===== src/rtl/prescaler_ctrl_if.sv =====
// -----------------------------------------------------------------------------
// prescaler_ctrl_if -- request/grant and status bundle for prescaler_ctrl.
//
// Signals
//   req0/req1       requester update requests, held high until the matching ack
//   value0/value1   requested half-period, stable while the matching req is high
//   ack0/ack1       one-cycle grant pulse back to requester 0 / 1
//   busy            a granted value is waiting to be applied
//   active_value    half-period currently in effect
//   tick            one-cycle pulse at every half-period boundary
//   out_clk         divided clock, toggles on every tick
//   err             (only with PRESCALER_CTRL_ZERO_REJECT_EN) rejected request
//
// Modports
//   master  requester side (drives req/value, observes everything else)
//   slave   prescaler side (the prescaler_ctrl block)
// -----------------------------------------------------------------------------
interface prescaler_ctrl_if #(
    parameter int WIDTH = 28
);
    logic             req0;
    logic             req1;
    logic [WIDTH-1:0] value0;
    logic [WIDTH-1:0] value1;
    logic             ack0;
    logic             ack1;
    logic             busy;
    logic [WIDTH-1:0] active_value;
    logic             tick;
    logic             out_clk;
`ifdef PRESCALER_CTRL_ZERO_REJECT_EN
    logic             err;

    modport master (
        output req0, req1, value0, value1,
        input  ack0, ack1, busy, active_value, tick, out_clk, err
    );
    modport slave (
        input  req0, req1, value0, value1,
        output ack0, ack1, busy, active_value, tick, out_clk, err
    );
`else
    modport master (
        output req0, req1, value0, value1,
        input  ack0, ack1, busy, active_value, tick, out_clk
    );
    modport slave (
        input  req0, req1, value0, value1,
        output ack0, ack1, busy, active_value, tick, out_clk
    );
`endif
endinterface


===== src/rtl/prescaler_ctrl.sv =====
// -----------------------------------------------------------------------------
// prescaler_ctrl -- programmable clock prescaler with two arbitrated requesters.
//
// A free-running edge counter divides clk_i by the active half-period and
// produces a tick pulse plus a divided clock. Two requesters can ask for a new
// half-period; a round-robin arbiter grants one at a time, and the granted
// value is applied at the next half-period boundary (or on the very next edge
// when the prescaler is stopped) so the divided clock never sees a runt phase.
//
// Ports
//   clk_i    clock, all state changes on its rising edge
//   rst_ni   asynchronous active-low reset
//   en_i     run enable; low freezes the counter and out_clk
//   bus_if   prescaler_ctrl_if.slave (requests, grants, status, outputs)
//
// Parameters
//   WIDTH        width of half-period values and of the edge counter
//   RESET_VALUE  half-period in effect after reset
//
// Configuration
//   PRESCALER_CTRL_ZERO_REJECT_EN  when defined, requests with value < 2 are
//   acked together with err and discarded; otherwise 0 and 1 both run as a
//   divide-by-one half-period.
// -----------------------------------------------------------------------------
module prescaler_ctrl #(
    parameter int WIDTH       = 28,
    parameter int RESET_VALUE = 25000000
) (
    input  logic            clk_i,
    input  logic            rst_ni,
    input  logic            en_i,
    prescaler_ctrl_if.slave bus_if
);
    localparam logic [WIDTH-1:0] RESET_VAL = WIDTH'(RESET_VALUE);

    typedef enum logic {
        IDLE    = 1'b0,
        PENDING = 1'b1
    } state_t;

    state_t           state_q, state_d;
    logic             ptr_q, ptr_d;         // requester with priority on a tie
    logic [WIDTH-1:0] cnt_q, cnt_d;
    logic [WIDTH-1:0] active_q, active_d;
    logic [WIDTH-1:0] pending_q, pending_d;
    logic             tick_q, tick_d;
    logic             out_clk_q, out_clk_d;
    logic             ack0_q, ack0_d;
    logic             ack1_q, ack1_d;

    logic [WIDTH-1:0] eff;
    logic             at_end;
    logic             cand0, cand1;
    logic             grant0, grant1;
    logic [WIDTH-1:0] grant_value;

`ifdef PRESCALER_CTRL_ZERO_REJECT_EN
    logic             err_q, err_d;
    logic             reject;
`endif

    // A half-period of 0 behaves like 1 so the counter always has a boundary.
    assign eff    = (active_q == '0) ? WIDTH'(1) : active_q;
    assign at_end = (cnt_q == eff - WIDTH'(1));

    // A requester is a candidate only while its ack is low; this keeps a
    // still-high req from being granted twice while the requester reacts.
    assign cand0  = bus_if.req0 && !ack0_q;
    assign cand1  = bus_if.req1 && !ack1_q;
    assign grant0 = (state_q == IDLE) && cand0 && (!cand1 || !ptr_q);
    assign grant1 = (state_q == IDLE) && cand1 && (!cand0 ||  ptr_q);
    assign grant_value = grant1 ? bus_if.value1 : bus_if.value0;

`ifdef PRESCALER_CTRL_ZERO_REJECT_EN
    assign reject = grant_value < WIDTH'(2);
`endif

    // State register plus datapath registers.
    always_ff @(posedge clk_i or negedge rst_ni) begin
        if (!rst_ni) begin
            state_q   <= IDLE;
            ptr_q     <= 1'b0;
            cnt_q     <= '0;
            active_q  <= RESET_VAL;
            pending_q <= RESET_VAL;
            tick_q    <= 1'b0;
            out_clk_q <= 1'b0;
            ack0_q    <= 1'b0;
            ack1_q    <= 1'b0;
`ifdef PRESCALER_CTRL_ZERO_REJECT_EN
            err_q     <= 1'b0;
`endif
        end else begin
            state_q   <= state_d;
            ptr_q     <= ptr_d;
            cnt_q     <= cnt_d;
            active_q  <= active_d;
            pending_q <= pending_d;
            tick_q    <= tick_d;
            out_clk_q <= out_clk_d;
            ack0_q    <= ack0_d;
            ack1_q    <= ack1_d;
`ifdef PRESCALER_CTRL_ZERO_REJECT_EN
            err_q     <= err_d;
`endif
        end
    end

    // Next-state logic.
    always_comb begin
        state_d = state_q;
        case (state_q)
            IDLE: begin
`ifdef PRESCALER_CTRL_ZERO_REJECT_EN
                if ((grant0 || grant1) && !reject) state_d = PENDING;
`else
                if (grant0 || grant1) state_d = PENDING;
`endif
            end
            PENDING: begin
                // Stopped prescaler applies on the next edge; running one
                // waits for the current half-period to finish.
                if (!en_i || at_end) state_d = IDLE;
            end
            default: state_d = IDLE;
        endcase
    end

    // Output / datapath logic.
    always_comb begin
        cnt_d     = cnt_q;
        tick_d    = 1'b0;
        out_clk_d = out_clk_q;
        active_d  = active_q;
        pending_d = pending_q;
        ack0_d    = 1'b0;
        ack1_d    = 1'b0;
        ptr_d     = ptr_q;
`ifdef PRESCALER_CTRL_ZERO_REJECT_EN
        err_d     = 1'b0;
`endif

        if (en_i) begin
            tick_d    = at_end;
            out_clk_d = out_clk_q ^ at_end;
            cnt_d     = at_end ? '0 : cnt_q + WIDTH'(1);
        end

        case (state_q)
            IDLE: begin
                if (grant0 || grant1) begin
                    ack0_d = grant0;
                    ack1_d = grant1;
                    // Priority passes to the requester that just lost out.
                    ptr_d  = grant0;
`ifdef PRESCALER_CTRL_ZERO_REJECT_EN
                    if (reject) err_d = 1'b1;
                    else        pending_d = grant_value;
`else
                    pending_d = grant_value;
`endif
                end
            end
            PENDING: begin
                if (!en_i || at_end) begin
                    active_d = pending_q;
                    cnt_d    = '0;
                end
            end
            default: ;
        endcase
    end

    assign bus_if.busy         = (state_q == PENDING);
    assign bus_if.ack0         = ack0_q;
    assign bus_if.ack1         = ack1_q;
    assign bus_if.active_value = active_q;
    assign bus_if.tick         = tick_q;
    assign bus_if.out_clk      = out_clk_q;
`ifdef PRESCALER_CTRL_ZERO_REJECT_EN
    assign bus_if.err          = err_q;
`endif

endmodule


===== src/flat_wrapper.sv =====
// flat-port wrapper written by rule: the top's interface ports become plain ports
module prescaler_ctrl_flat 
#(
    parameter int WIDTH       = 28,
    parameter int RESET_VALUE = 25000000
)
  (clk_i, rst_ni, en_i, bus_if_req0, bus_if_req1, bus_if_value0, bus_if_value1, bus_if_ack0, bus_if_ack1, bus_if_busy, bus_if_active_value, bus_if_tick, bus_if_out_clk);
  prescaler_ctrl_if #(.WIDTH(WIDTH)) bus_if_i ();
  input  logic clk_i;
  input  logic rst_ni;
  input  logic en_i;
  input wire logic [$bits(bus_if_i.req0)-1:0] bus_if_req0;
  input wire logic [$bits(bus_if_i.req1)-1:0] bus_if_req1;
  input wire logic [$bits(bus_if_i.value0)-1:0] bus_if_value0;
  input wire logic [$bits(bus_if_i.value1)-1:0] bus_if_value1;
  output wire logic [$bits(bus_if_i.ack0)-1:0] bus_if_ack0;
  output wire logic [$bits(bus_if_i.ack1)-1:0] bus_if_ack1;
  output wire logic [$bits(bus_if_i.busy)-1:0] bus_if_busy;
  output wire logic [$bits(bus_if_i.active_value)-1:0] bus_if_active_value;
  output wire logic [$bits(bus_if_i.tick)-1:0] bus_if_tick;
  output wire logic [$bits(bus_if_i.out_clk)-1:0] bus_if_out_clk;
  assign bus_if_i.req0 = bus_if_req0;
  assign bus_if_i.req1 = bus_if_req1;
  assign bus_if_i.value0 = bus_if_value0;
  assign bus_if_i.value1 = bus_if_value1;
  assign bus_if_ack0 = bus_if_i.ack0;
  assign bus_if_ack1 = bus_if_i.ack1;
  assign bus_if_busy = bus_if_i.busy;
  assign bus_if_active_value = bus_if_i.active_value;
  assign bus_if_tick = bus_if_i.tick;
  assign bus_if_out_clk = bus_if_i.out_clk;
  prescaler_ctrl #(.WIDTH(WIDTH), .RESET_VALUE(RESET_VALUE)) u_core (.clk_i(clk_i), .rst_ni(rst_ni), .en_i(en_i), .bus_if(bus_if_i));
endmodule

===== config.mk =====
export PLATFORM = sky130hd
export DESIGN_NAME = prescaler_ctrl_flat
export DESIGN_NICKNAME = d
export VERILOG_FILES = /design/src/rtl/prescaler_ctrl_if.sv /design/src/rtl/prescaler_ctrl.sv /design/src/flat_wrapper.sv
export SDC_FILE = /design/constraint.sdc
export NUM_CORES = 1
export LEC_CHECK = 0
export BUFFER_PORTS_ARGS = -buffer_cell sky130_fd_sc_hd__buf_2
export CORE_UTILIZATION = 35
export CTS_CLUSTER_DIAMETER = 150
export DETAILED_ROUTE_END_ITERATION = 7
export GPL_ROUTABILITY_DRIVEN = 0
export MAX_ROUTING_LAYER = met4
export PLACE_DENSITY = 0.58
export SLEW_MARGIN = 40
export SYNTH_ARGS = -nofsm -noshare
export SYNTH_HDL_FRONTEND = slang
export SYNTH_SLANG_ARGS = --single-unit

===== constraint.sdc =====
create_clock -name clk_i -period 4.21 [get_ports clk_i]
set_clock_uncertainty 0.05 [all_clocks]
set_input_delay 0.421 -clock clk_i [delete_from_list [all_inputs] [get_ports clk_i]]
set_output_delay 0.421 -clock clk_i [all_outputs]
set_load 0.05 [all_outputs]

# After elaboration in Yosys (flattened, before gate mapping)
# Cells that the tools add are included.
[totals]
output_inout_bits = 33
register_bits = 90
elab_cells = 47
input_bits = 61
[op_classes]
n_eq_ne = 1
add_sub_neg = 2
bitwise_logic = 2
n_mux = 14
reduce_logical = 19
[op_table]
columns = ["operator", "count"]
rows = [
  ["$mux 28", 6],
  ["$add 28x1->28 const B", 1],
  ["$eq 28x28->1", 1],
  ["$logic_not 28->1", 1],
  ["$sub 28x1->28 const B", 1],
  ["$mux 1", 7],
  ["$logic_and 1x1->1", 6],
  ["$logic_not 1->1", 6],
  ["$logic_or 1x1->1", 4],
  ["$reduce_and 2->1", 2],
  ["$pmux 1 s2", 1],
  ["$not 1->1", 1],
  ["$xor 1x1->1", 1],
]

# Logic depth before layout (Yosys ltp)
# Gate-level depths: netlist of the first run.
[logic_depth]
ltp_word = 8
depth_mapped = 17
depth_no_buf = 13

# Least setup slack after synthesis of the first run
# OpenSTA, ideal clock, no wires.
[synth_timing]
path_kind = "reg-to-reg"
startpoint = "reg u_core.active_q[13] (netlist: u_core.bus_if.active_value[13])"
endpoint = "reg u_core.active_q[10] (netlist: u_core.bus_if.active_value[10])"
stages_incl_launch_ff = 18
path_buffers = 4
required_time_ns = 4.034
arrival_ns = 4.546
setup_time_ns = 0.126
path_slack_ns = -0.512
period_less_slack_ns = 4.722
cell_sequence = "dfstp_2 clkbuf_1 nor4_1 nand3_1 nor2_2 a21oi_1 ha_1 or3b_2 clkbuf_1 nor4_1 mux2_2 a211oi_1 nand4_1 or4b_4 or2_1 buf_6 buf_6 a311o_1"
[synth_between]
elab_chain_len = 6
[synth_lines]
columns = ["item", "line", "text"]
rows = [
  ["start, declared", "prescaler_ctrl.sv:44", "logic [WIDTH-1:0] active_q, active_d;"],
  ["start signal, assigned", "prescaler_ctrl.sv:97", "active_q <= active_d;"],
  ["$logic_not 28->1", "prescaler_ctrl.sv:63", "assign eff = (active_q == '0) ? WIDTH'(1) : active_q;"],
  ["$mux 28 *", "prescaler_ctrl.sv:63", ""],
  ["$sub 28x1->28 *", "prescaler_ctrl.sv:64", "assign at_end = (cnt_q == eff - WIDTH'(1));"],
  ["$eq 28x28->1 *", "prescaler_ctrl.sv:64", ""],
  ["$logic_or 1x1->1 *", "prescaler_ctrl.sv:165", "if (!en_i || at_end) begin"],
  ["$reduce_and 2->1 (no source line) *", "--", ""],
]
# Every way passes the cells marked *; elsewhere a longest branch is shown, timed or not.
# A chain may end at the register's enable or synchronous reset.

# Worst setup path in the final report of the first run
[layout_timing]
startpoint = "reg u_core.active_q[23] (netlist: u_core.bus_if.active_value[23])"
endpoint = "reg u_core.out_clk_q (netlist: u_core.bus_if.out_clk)"
[layout_between]
elab_chain_len = 5
[layout_lines]
columns = ["item", "line", "text"]
rows = [
  ["$logic_not 28->1", "prescaler_ctrl.sv:63", ""],
  ["$mux 28 *", "prescaler_ctrl.sv:63", ""],
  ["$sub 28x1->28 *", "prescaler_ctrl.sv:64", ""],
  ["$eq 28x28->1 *", "prescaler_ctrl.sv:64", ""],
  ["$xor 1x1->1 *", "prescaler_ctrl.sv:145", "out_clk_d = out_clk_q ^ at_end;"],
  ["end signal, assigned", "prescaler_ctrl.sv:100", "out_clk_q <= out_clk_d;"],
  ["end, declared", "prescaler_ctrl.sv:47", "logic out_clk_q, out_clk_d;"],
]
# Marks and branches as above.

==> results of run 1 <==
## cells in the mapped netlist, types with 10 or more instances
cell type | n | area (um2)
nor2b_1 | 24 | 150.1
dfstp_2 | 24 | 630.6
nand2_1 | 82 | 307.8
inv_1 | 15 | 56.30
a311o_1 | 29 | 290.3
mux2i_1 | 30 | 300.3
nand3_1 | 16 | 80.08
nor3_1 | 36 | 180.2
xor2_1 | 31 | 271.5
xnor2_1 | 22 | 192.7
nor2_1 | 54 | 202.7
nand4_1 | 12 | 75.07
clkbuf_1 | 48 | 180.2
dfrtp_1 | 66 | 1652
and3_1 | 10 | 62.56
o31ai_1 | 31 | 232.7
a21oi_1 | 56 | 280.3
nor4_1 | 13 | 81.33
a2111oi_0 | 29 | 254.0
## worst max-delay path, cell delays in order, from the launching register on
cell       delay (ns)
dfrtp_2          0.40
or4_4            0.51
nand4bb_4        0.29
nor2_4           0.14
a21oi_2          0.06
ha_2             0.21
or3b_4           0.32
nor4_4           0.07
mux2_4           0.32
a211oi_2         0.18
nand4_1          0.11
or4b_4           0.51
buf_6            0.16
a2111oi_4        0.29
buf_4            0.18
clkbuf_16        0.17
xor2_1           0.14
## sequential cells by signal, indices dropped and copies added, names as in the netlist
register and cells:
u_core.bus_if.active_value 28, u_core.cnt_q 28, u_core.pending_q 28, u_core.bus_if.ack0 1, u_core.bus_if.ack1 1, u_core.bus_if.busy 1, u_core.bus_if.out_clk 1, u_core.bus_if.tick 1
u_core.ptr_q 1
## metal layers
metal / vias up / GRT usage, % / share of wire [%]
met2: 215 / 35.46 / 47
met4: 0 / 7.448 / 2.4
met5: - / - / 0
li1: 2942 / - / -
met3: 32 / 3.753 / 4.8
met1: 3005 / 31.16 / 46
## final timing paths
kind | startpoint | to | depth (start not counted)
worst max-delay path | u_core.bus_if.active_value[23]$_DFFE_PN0P_ | u_core.bus_if.out_clk$_DFFE_PN0P_ | 16
worst min-delay path | rst_ni | u_core.cnt_q[4]$_DFF_PN0_ | 1
worst max register to register | u_core.bus_if.active_value[23]$_DFFE_PN0P_ | u_core.bus_if.out_clk$_DFFE_PN0P_ | 16
worst min register to register | u_core.bus_if.out_clk$_DFFE_PN0P_ | u_core.bus_if.out_clk$_DFFE_PN0P_ | 1
max in group asynchronous | rst_ni | u_core.bus_if.active_value[14]$_DFFE_PN1P_ | 2
min in group clk_i | bus_if_value0[4] | u_core.pending_q[4]$_DFFE_PN0P_ | 3
## power breakdown
group	total [mW]	internal, mW	switching (mW)
registers	1.49	1.21	0.274
logic	2.49	0.889	1.60
clock network	0.782	0.408	0.374
## cell type report
| cell class | instances | area [um2] | share of cell area, % |
|---|---|---|---|
| flip-flops and latches | 90 | 2286 | 28.84 |
| inverters | 15 | 56.30 | 0.7103 |
| clock inverters | 6 | 52.55 | 0.6630 |
| well taps | 229 | 286.5 | 3.615 |
| repair buffers | 152 | 1003 | 12.66 |
| multi-input cells | 569 | 4013 | 50.62 |
| clock buffers | 10 | 229.0 | 2.889 |
## kinds of logic after synthesis
logic type                 count (synthesis)
and+or+nand+nor                          288
DFF                                       90
buffers and inverters                     84
AOI/OAI and AO/OA                        194
adders and majority gates                  2
muxes                                     32
xor gates and xnor gates                  53
## per-stage QoR
stage	hold WS [ns]	instances
6_report	0.009172	1071
5_1_grt	0.06057	1071
4_1_cts	0.03695	1067
3_5_place_dp	0.4106	1051
3_3_place_gp	0.4037	1051
2_1_floorplan	0.07541	743
## timing repair
item,4_1_cts,5_1_grt
resized for setup,0,21
buffers inserted,0,2
endpoints found under the setup margin,0,55
==> out/summary.txt, run 1 <==
total power: 4.761 mW
CTS max path bufs: 2
Final period util: 99.81%
Yosys warning count: 0
vias in the first global route: 5937
Clock Sinks: 90
Synth Area in Compound Gates: 22.73%
P_leak: 3.070 nW
Critical Path Source Type: register
area delta synth->final: 23.18%
DP HPWL: 14.03 mm
share of flip-flops with an asynchronous set or reset: 100.0%
drt pass-1 iters: 5
crit end category: register
Routed WL: 20.17 mm
Final WS setup: 0.008163 ns
DRT antenna net count: 0
IO Pins: 94
Clk pin slew, worst setup/hold paths: 0.07 ns
post-synthesis sequential area ratio: 35.47%
initial antenna violation count: 0
relative slew slack: 53.53%
CP Max Fanout: 14
RSZ-0062 raised after global routing: yes
Chip Height: 137.6 um
All-Layer GR Usage: 23.19%
later-pin clock latency in the skew report: 0.36 ns
flops & latches, synth: 90
hold bufs inserted after CTS: 0
Mapped Avg Cell Area: 8.661 um2
Fmax achieved: 0.2380 GHz
DR vias: 6194
Critical Path AT: 4.43 ns
total clock buffers created by CTS: 9
root buf cell: clkbuf_16
mux contribution to synthesized area: 5.017%
core area: 17960 um2
Syn Nets: 806
chip width: 137.6 um
ANT cells: 0
total gr overflow: 0
largest net degree at the start of global routing: 65
Simple-Gate Fraction of Synth Area: 23.33%
Max VDD drop: 0.0004613 V
Hold WC Path Type: input port to async pin
commonest non-fill, non-tap cell in the layout: buf_2
Final Hold Viols: 0
Main synth FF type: dfrtp_1
dpl cell area: 7530 um2
largest family of logic cells by synthesized area: simple AND/OR/NAND/NOR gates
post-synthesis cell type count: 63
die area: 18930 um2
commonest non-fill, non-tap cells in the layout: 92 x buf_2, 82 x nand2_1, 63 x dfrtp_1
# fillers: 1800
utilization after layout: 44.12%
Crit Path Class: register to register
Routed WL per cell: 18.83 um
Final Max Tran Viols: 0
initial cell density of the core: 35.82%
CTS tree: done
pre-CTS WS: 0.1018 ns
Rows: 49
first-pass GRT wire length: 32.78 mm
number of synthesized flops with an enable pin: 0
IO Port Bufs: 93
adder-cell share of the synthesized area: 0.3889%
reg-to-reg setup timing slack: 0.008 ns
number of DRC markers in iteration 0: 498
total of max-cap violations: 0
minimum clock period: 4.202 ns
worst slew pin tran: 0.6955 ns
Syn Inst Count: 743
pwr dens: 600.7 nW/um2
setup TNS: 0 ns
XOR/XNOR share of the synthesized area: 7.214%
Synth Cell Area: 6435 um2
ratio of cells with drive above 1 in the final layout: 29.57%
H-Tree Depth: 3
nets: 900
data required time of the worst path: 4.44 ns
# setup viols final: 0
DRC viols: 0
fin area: 7926 um2
status: finished clean
vias per cell: 5.783
(Power assumes the default switching activity.)
==> run 2: changes to the inputs <==
--- a/config.mk
+++ b/config.mk
@@ -6,6 +6,7 @@
 export NUM_CORES = 1
 export LEC_CHECK = 0
 export BUFFER_PORTS_ARGS = -buffer_cell sky130_fd_sc_hd__buf_2
+export CORE_MARGIN = 5
 export CORE_UTILIZATION = 35
 export CTS_CLUSTER_DIAMETER = 150
 export DETAILED_ROUTE_END_ITERATION = 7
==> constraint.sdc (replaced) <==
create_clock -name clk_i -period 3.5 [get_ports clk_i]
set_clock_uncertainty 0.05 [all_clocks]
set_input_delay 0.35 -clock clk_i [delete_from_list [all_inputs] [get_ports clk_i]]
set_output_delay 0.35 -clock clk_i [all_outputs]
set_load 0.05 [all_outputs]
==> out/summary.txt, run 2 (synthesis results as in run 1) <==
total gr overflow: 0 (unchanged)
Inst Count DP: 1085 (was 1051)
initial antenna violation count: 0 (unchanged)
Final Hold Viols: 0 (unchanged)
crit end category: register (unchanged)
utilization after layout: 45.86% (was 44.12%)
DP HPWL: 14.89 mm (was 14.03 mm)
total power: 5.854 mW (was 4.761 mW)
DRT antenna net count: 0 (unchanged)
Rows: 49 (unchanged)
root buf cell: clkbuf_16 (unchanged)
relative slew slack: 49.31% (was 53.53%)
IO Port Bufs: 93 (unchanged)
pwr dens: 708.1 nW/um2 (was 600.7 nW/um2)
first-pass GRT wire length: 33.31 mm (was 32.78 mm)
worst slew pin tran: 0.7588 ns (was 0.6955 ns)
DR vias: 6308 (was 6194)
Max VDD drop: 0.0005247 V (was 0.0004613 V)
vias per cell: 5.693 (was 5.783)
commonest non-fill, non-tap cell in the layout: buf_2 (unchanged)
Clock Sinks: 90 (unchanged)
pre-CTS WS: -0.5811 ns (was 0.1018 ns)
core area: 18020 um2 (was 17960 um2)
Chip Height: 145.6 um (was 137.6 um)
Crit Path Class: register to register (unchanged)
CTS max path bufs: 2 (unchanged)
Clk pin slew, worst setup/hold paths: 0.07 ns (about the same)
# setup viols final: 59 (was 0)
ratio of cells with drive above 1 in the final layout: 34.24% (was 29.57%)
die area: 21200 um2 (was 18930 um2)
drt pass-1 iters: 5 (unchanged)
RSZ-0062 raised after global routing: yes (unchanged)
wl on met1: 9.640 mm (was 9.314 mm)
IO Pins: 94 (unchanged)
status: finished with violations (was finished clean)
Final WS setup: -0.5206 ns (was 0.008163 ns)
minimum clock period: 4.021 ns (was 4.202 ns)
initial cell density of the core: 35.70% (was 35.82%)
ANT cells: 0 (unchanged)
R2R cell count: 15 (was 16)
CTS tree: done (unchanged)
Routed WL: 21.15 mm (was 20.17 mm)
Hold WC Path Type: input port to register (was input port to async pin)
later-pin clock latency in the skew report: 0.35 ns (was 0.36 ns)
total of max-cap violations: 0 (unchanged)
Routed WL per cell: 19.09 um (was 18.83 um)
setup TNS: -27.04 ns (was 0 ns)
chip width: 145.6 um (was 137.6 um)
# fillers: 1779 (was 1800)
vias in the first global route: 6014 (was 5937)
Final period util: 114.9% (was 99.81%)
largest net degree at the start of global routing: 59 (was 65)
reg-to-reg setup timing slack: -0.52 ns (was 0.008 ns)
met2 wire len: 9.819 mm (was 9.397 mm)
wire length on met3: 1.151 mm (was 964 um)
failing checks: setup timing
data required time of the worst path: 3.73 ns (was 4.44 ns)
commonest non-fill, non-tap cells in the layout: 92 x buf_2, 87 x buf_4, 82 x nand2_1 (was 92 x buf_2, 82 x nand2_1, 63 x dfrtp_1)
RR Startpoint: u_core.bus_if.active_value[23]$_DFFE_PN0P_ (unchanged)
CP Max Fanout: 27 (was 14)
reg2reg end: u_core.bus_if.out_clk$_DFFE_PN0P_ (unchanged)
DRC viols: 0 (unchanged)
Fmax achieved: 0.2487 GHz (was 0.2380 GHz)
number of DRC markers in iteration 0: 569 (was 498)
area delta synth->final: 28.47% (was 23.18%)
Critical Path AT: 4.25 ns (was 4.43 ns)
total clock buffers created by CTS: 9 (unchanged)
max layer used: met4 (unchanged)
Critical Path Source Type: register (unchanged)
nets: 937 (was 900)
CP startpoint: u_core.bus_if.active_value[23]$_DFFE_PN0P_ (unchanged)
final instance count without filler cells: 1108 (was 1071)
Final Max Tran Viols: 0 (unchanged)
H-Tree Depth: 3 (unchanged)
P_leak: 3.204 nW (was 3.070 nW)
All-Layer GR Usage: 19.78% (was 23.19%)
Critical Path End: u_core.bus_if.out_clk$_DFFE_PN0P_ (unchanged)
==> run 2: changes by cell type in the layout (fill, tap and decap cells not counted), sizes merged <==
| cell | previous run | this run |
|---|---|---|
| clkinv | 3 | 1 |
| clkinvlp | 2 | 1 |
| clkbuf | 12 | 13 |
| or2 | 3 | 5 |
| buf | 150 | 186 |
| dlygate4sd3 | 0 | 1 |
==> run 2: through the flow <==
step	area [um2]	hold WS [ns]
2_1_floorplan	6655	0.004409
3_3_place_gp	7775	0.3519
3_5_place_dp	7790	0.3507
4_1_cts	8139	0.1922
5_1_grt	8267	0.2184
6_report	8267	0.1914
==> run 2: critical path, stage by stage (launching register included) <==
cell	delay (ns)
dfrtp_2	0.40
or4_4	0.51
nand4bb_4	0.22
nor2_4	0.15
a21oi_2	0.07
ha_2	0.20
or3b_4	0.30
nor4_2	0.05
mux2_2	0.29
a211oi_2	0.19
nand4_1	0.10
or4b_4	0.58
buf_6	0.17
a2111oi_4	0.24
buf_12	0.25
xor2_1	0.15
==> run 2: final cells by class <==
type | instances | area (um2) | share of cell area (%)
Tap cell | 229 | 286.5 | 3.466
Clock buffer | 13 | 250.2 | 3.027
Clock inverter | 3 | 25.02 | 0.3027
Inverter | 15 | 56.30 | 0.6811
Timing Repair Buffer | 187 | 1241 | 15.01
Multi-Input combinational cell | 571 | 4121 | 49.86
Sequential cell | 90 | 2286 | 27.65
==> run 2: worst min-delay path by stage <==
stage / slack (ns) / cells past startpoint / end / startpoint
after detailed placement: 0.35 / 1 / u_core.bus_if.out_clk$_DFFE_PN0P_ / rst_ni
after floorplan: 0.004 / 0 / u_core.bus_if.ack0$_DFF_PN0_ / rst_ni
after CTS: 0.19 / 3 / u_core.pending_q[4]$_DFFE_PN0P_ / bus_if_value0[4]
final: 0.19 / 3 / u_core.pending_q[4]$_DFFE_PN0P_ / bus_if_value0[4]
after global placement: 0.35 / 1 / u_core.bus_if.out_clk$_DFFE_PN0P_ / rst_ni
after global routing: 0.22 / 2 / u_core.bus_if.ack0$_DFF_PN0_ / bus_if_req1
==> run 2: what timing repair did <==
item,4_1_cts,5_1_grt
endpoints found under the hold margin,39,0
cloned,0,2
endpoints found under the setup margin,59,59
gates resized for setup,20,29
hold buffers,1,0
pin swaps,11,2
buffers inserted,3,2
==> run 2: report_power, final <==
group / leakage, nW / internal [mW] / switching (mW)
clock network: 0.130 / 0.506 / 0.423
registers: 1.05 / 1.46 / 0.318
logic: 2.03 / 1.14 / 2.01
total: 3.20 / 3.11 / 2.75
==> run 2: per-layer routing <==
layer	global-route usage [%]	vias up
met5	-	-
met4	7.229	0
met3	3.177	35
met2	29.91	209
met1	26.83	3036
li1	-	3028
==> run 3: changes to the inputs <==
--- a/config.mk
+++ b/config.mk
@@ -8,11 +8,12 @@
 export BUFFER_PORTS_ARGS = -buffer_cell sky130_fd_sc_hd__buf_2
 export CORE_MARGIN = 5
 export CORE_UTILIZATION = 35
+export CTS_BUF_LIST = sky130_fd_sc_hd__clkbuf_4
 export CTS_CLUSTER_DIAMETER = 150
 export DETAILED_ROUTE_END_ITERATION = 7
 export GPL_ROUTABILITY_DRIVEN = 0
 export MAX_ROUTING_LAYER = met4
-export PLACE_DENSITY = 0.58
+export PLACE_DENSITY_LB_ADDON = 0.25
 export SLEW_MARGIN = 40
 export SYNTH_ARGS = -nofsm -noshare
 export SYNTH_HDL_FRONTEND = slang
==> out/summary.txt, run 3 (synthesis results as in run 1) <==
status: finished with violations (unchanged)
failing checks: setup timing (unchanged)
relative slew slack: 51.28% (was 49.31%)
RR Startpoint: u_core.bus_if.active_value[23]$_DFFE_PN0P_ (unchanged)
Max VDD drop: 0.0004634 V (was 0.0005247 V)
final instance count without filler cells: 1113 (was 1108)
Final period util: 117.1% (was 114.9%)
die area: 21200 um2 (unchanged)
P_leak: 3.274 nW (was 3.204 nW)
total gr overflow: 0 (unchanged)
Routed WL: 21.62 mm (was 21.15 mm)
pwr dens: 662.4 nW/um2 (was 708.1 nW/um2)
CP delay by family, top: simple AND/OR/NAND/NOR gates (unchanged)
utilization after layout: 47.25% (was 45.86%)
root buf cell: clkbuf_4 (was clkbuf_16)
worst path cell trace: or4_4, nand4bb_4, nor2_4, a21oi_2, ha_2, or3b_4, nor4_4, mux2_4, a211oi_2, nand4_1, or4b_4, or2_4, buf_12, a311o_1 (was or4_4, nand4bb_4, nor2_4, a21oi_2, ha_2, or3b_4, nor4_2, mux2_2, a211oi_2, nand4_1, or4b_4, buf_6, a2111oi_4, buf_12, xor2_1)
number of DRC markers in iteration 0: 438 (was 569)
Final Max Tran Viols: 0 (unchanged)
Clock Sinks: 90 (unchanged)
Rows: 49 (unchanged)
reg-to-reg setup timing slack: -0.60 ns (was -0.52 ns)
DP HPWL: 14.97 mm (was 14.89 mm)
sequential power share: 31.0% (was 30.4%)
later-pin clock latency in the skew report: 0.50 ns (was 0.35 ns)
Net Switching: 2.796 mW (was 2.747 mW)
commonest non-fill, non-tap cells in the layout: 92 x buf_2, 84 x buf_4, 82 x nand2_1 (was 92 x buf_2, 87 x buf_4, 82 x nand2_1)
commonest non-fill, non-tap cell in the layout: buf_2 (unchanged)
Switching Share: 49.55% (was 46.93%)
setup TNS: -30.72 ns (was -27.04 ns)
chip width: 145.6 um (unchanged)
IO Pins: 94 (unchanged)
crit-path max cell delay: 0.53 ns (was 0.58 ns)
combinational group share of total power: 57.3% (was 53.8%)
WP buf/inv: 1 (was 2)
GR peak layer: met2 (unchanged)
Critical Path Source Type: register (unchanged)
CP Depth: 14 (was 15)
Fin Hold WS: 0.03967 ns (was 0.1914 ns)
crit path max-delay cell type: or4b_4 (unchanged)
Hold WC Path Type: input port to register (unchanged)
CP startpoint: u_core.bus_if.active_value[23]$_DFFE_PN0P_ (unchanged)
largest net degree at the start of global routing: 63 (was 59)
Final Hold Viols: 0 (unchanged)
All-Layer GR Usage: 20.37% (was 19.78%)
initial cell density of the core: 35.70% (unchanged)
met2 track demand over resource: 32.38% (was 29.91%)
CP Max Fanout: 11 (was 27)
share of power burned in the clock network: 11.7% (was 15.9%)
R2R cell count: 14 (was 15)
Fmax achieved: 0.2440 GHz (was 0.2487 GHz)
Clk pin slew, worst setup/hold paths: 0.17 ns (was 0.07 ns)
H-Tree Depth: 3 (unchanged)
core area: 18020 um2 (unchanged)
met3 Resource Use GR: 2.305% (was 3.177%)
reg2reg end: u_core.bus_if.active_value[23]$_DFFE_PN0P_ (was u_core.bus_if.out_clk$_DFFE_PN0P_)
Critical Path AT: 4.44 ns (was 4.25 ns)
initial antenna violation count: 1 (was 0)
# fillers: 1755 (was 1779)
crit end category: register (unchanged)
DRC viols: 0 (unchanged)
Chip Height: 145.6 um (unchanged)
FF/Latch Area: 2286 um2 (unchanged)
# setup viols final: 59 (unchanged)
Pint: 2.846 mW (was 3.107 mW)
total of max-cap violations: 0 (unchanged)
footprint of the multi-input gates: 4329 um2 (was 4121 um2)
CTS max path bufs: 2 (unchanged)
area delta synth->final: 32.35% (was 28.47%)
Inst Count DP: 1083 (was 1085)
minimum clock period: 4.098 ns (was 4.021 ns)
vias per cell: 5.801 (was 5.693)
worst slew pin tran: 0.7242 ns (was 0.7588 ns)
RSZ-0062 raised after global routing: yes (unchanged)
Routed WL per cell: 19.42 um (was 19.09 um)
drt pass-1 iters: 5 (unchanged)
data required time of the worst path: 3.84 ns (was 3.73 ns)
nets: 941 (was 937)
total clock buffers created by CTS: 9 (unchanged)
Critical Path End: u_core.bus_if.active_value[23]$_DFFE_PN0P_ (was u_core.bus_if.out_clk$_DFFE_PN0P_)
first-pass GRT wire length: 34.39 mm (was 33.31 mm)
DRT antenna net count: 0 (unchanged)
Final WS setup: -0.5979 ns (was -0.5206 ns)
ratio of cells with drive above 1 in the final layout: 36.01% (was 34.24%)
IO Port Bufs: 93 (unchanged)
M1 GR Usage: 27.16% (was 26.83%)
CTS tree: done (unchanged)
vias in the first global route: 6190 (was 6014)
Crit Path Class: register to register (unchanged)
DR vias: 6456 (was 6308)
## run 3: cell types whose count changed in the layout (fill, tap and decap cells not counted), sizes merged
cell / delta
clkbuf: -3
clkinv: +1
or2: -2
diode: +1
inv: +3
clkinvlp: -1
bufbuf: +1
buf: +4
bufinv: +1
## run 3: metal layers
| layer | vias up | share of wire, % |
|---|---|---|
| li1 | 3034 | - |
| met1 | 3158 | 44 |
| met2 | 221 | 48 |
| met3 | 43 | 4.5 |
| met4 | 0 | 2.7 |
| met5 | - | 0 |
## run 3: timing repair
action	4_1_cts	5_1_grt
endpoints found under the setup margin	59	59
endpoints found under the hold margin	31	0
setup buffers	7	2
hold buffers	1	0
cloned	4	1
gates resized for setup	32	54
pin swaps	11	12
## run 3: stage by stage
step                      area (um2)  power (mW)  setup slack [ns]
after floorplan                 6655       3.902           -0.9460
after global placement          7752       4.832           -0.6197
after detailed placement        7795       4.883           -0.6147
after CTS                       8254       5.588           -0.6116
after global routing            8517       6.021           -0.7207
final                           8517       5.642           -0.5979
## run 3: worst register-to-register path, delay by kind of cell, from the launching register on
family / cells / cell delay [ns]
AOI/OAI and AO/OA: 3 / 0.59
adders and majority gates: 1 / 0.22
buffers and inverters: 1 / 0.17
DFF: 1 / 0.43
muxes: 1 / 0.32
and+or+nand+nor: 8 / 2.23
## run 3: worst min path at each step
stage,cells past startpoint,end,from,slack (ns)
2_1_floorplan,0,u_core.bus_if.ack0$_DFF_PN0_,rst_ni,0.004
3_3_place_gp,1,u_core.bus_if.out_clk$_DFFE_PN0P_,rst_ni,0.37
3_5_place_dp,1,u_core.bus_if.out_clk$_DFFE_PN0P_,rst_ni,0.37
4_1_cts,2,u_core.bus_if.ack0$_DFF_PN0_,bus_if_req1,0.01
5_1_grt,3,u_core.pending_q[12]$_DFFE_PN1P_,bus_if_value0[12],0.05
6_report,2,u_core.bus_if.ack0$_DFF_PN0_,bus_if_req1,0.04
## run 3: final cells by class
cell class	count	share of cell area (%)
antenna	1	0.02938
multi-input combinational	569	50.83
sequential	90	26.84
clock inverter	7	0.9843
inverter	15	0.6611
timing repair buffer	193	16.50
clock buffer	9	0.7933
tap	229	3.364
## run 3: power by group through the flow
stage / clock network (mW) / logic, mW / registers, mW
global route: 0.714 / 3.52 / 1.79
detailed placement: 0 / 3.12 / 1.77
floorplan: 0 / 1.65 / 2.25
global placement: 0 / 3.07 / 1.76
CTS: 0.679 / 3.16 / 1.75
finish: 0.660 / 3.23 / 1.75
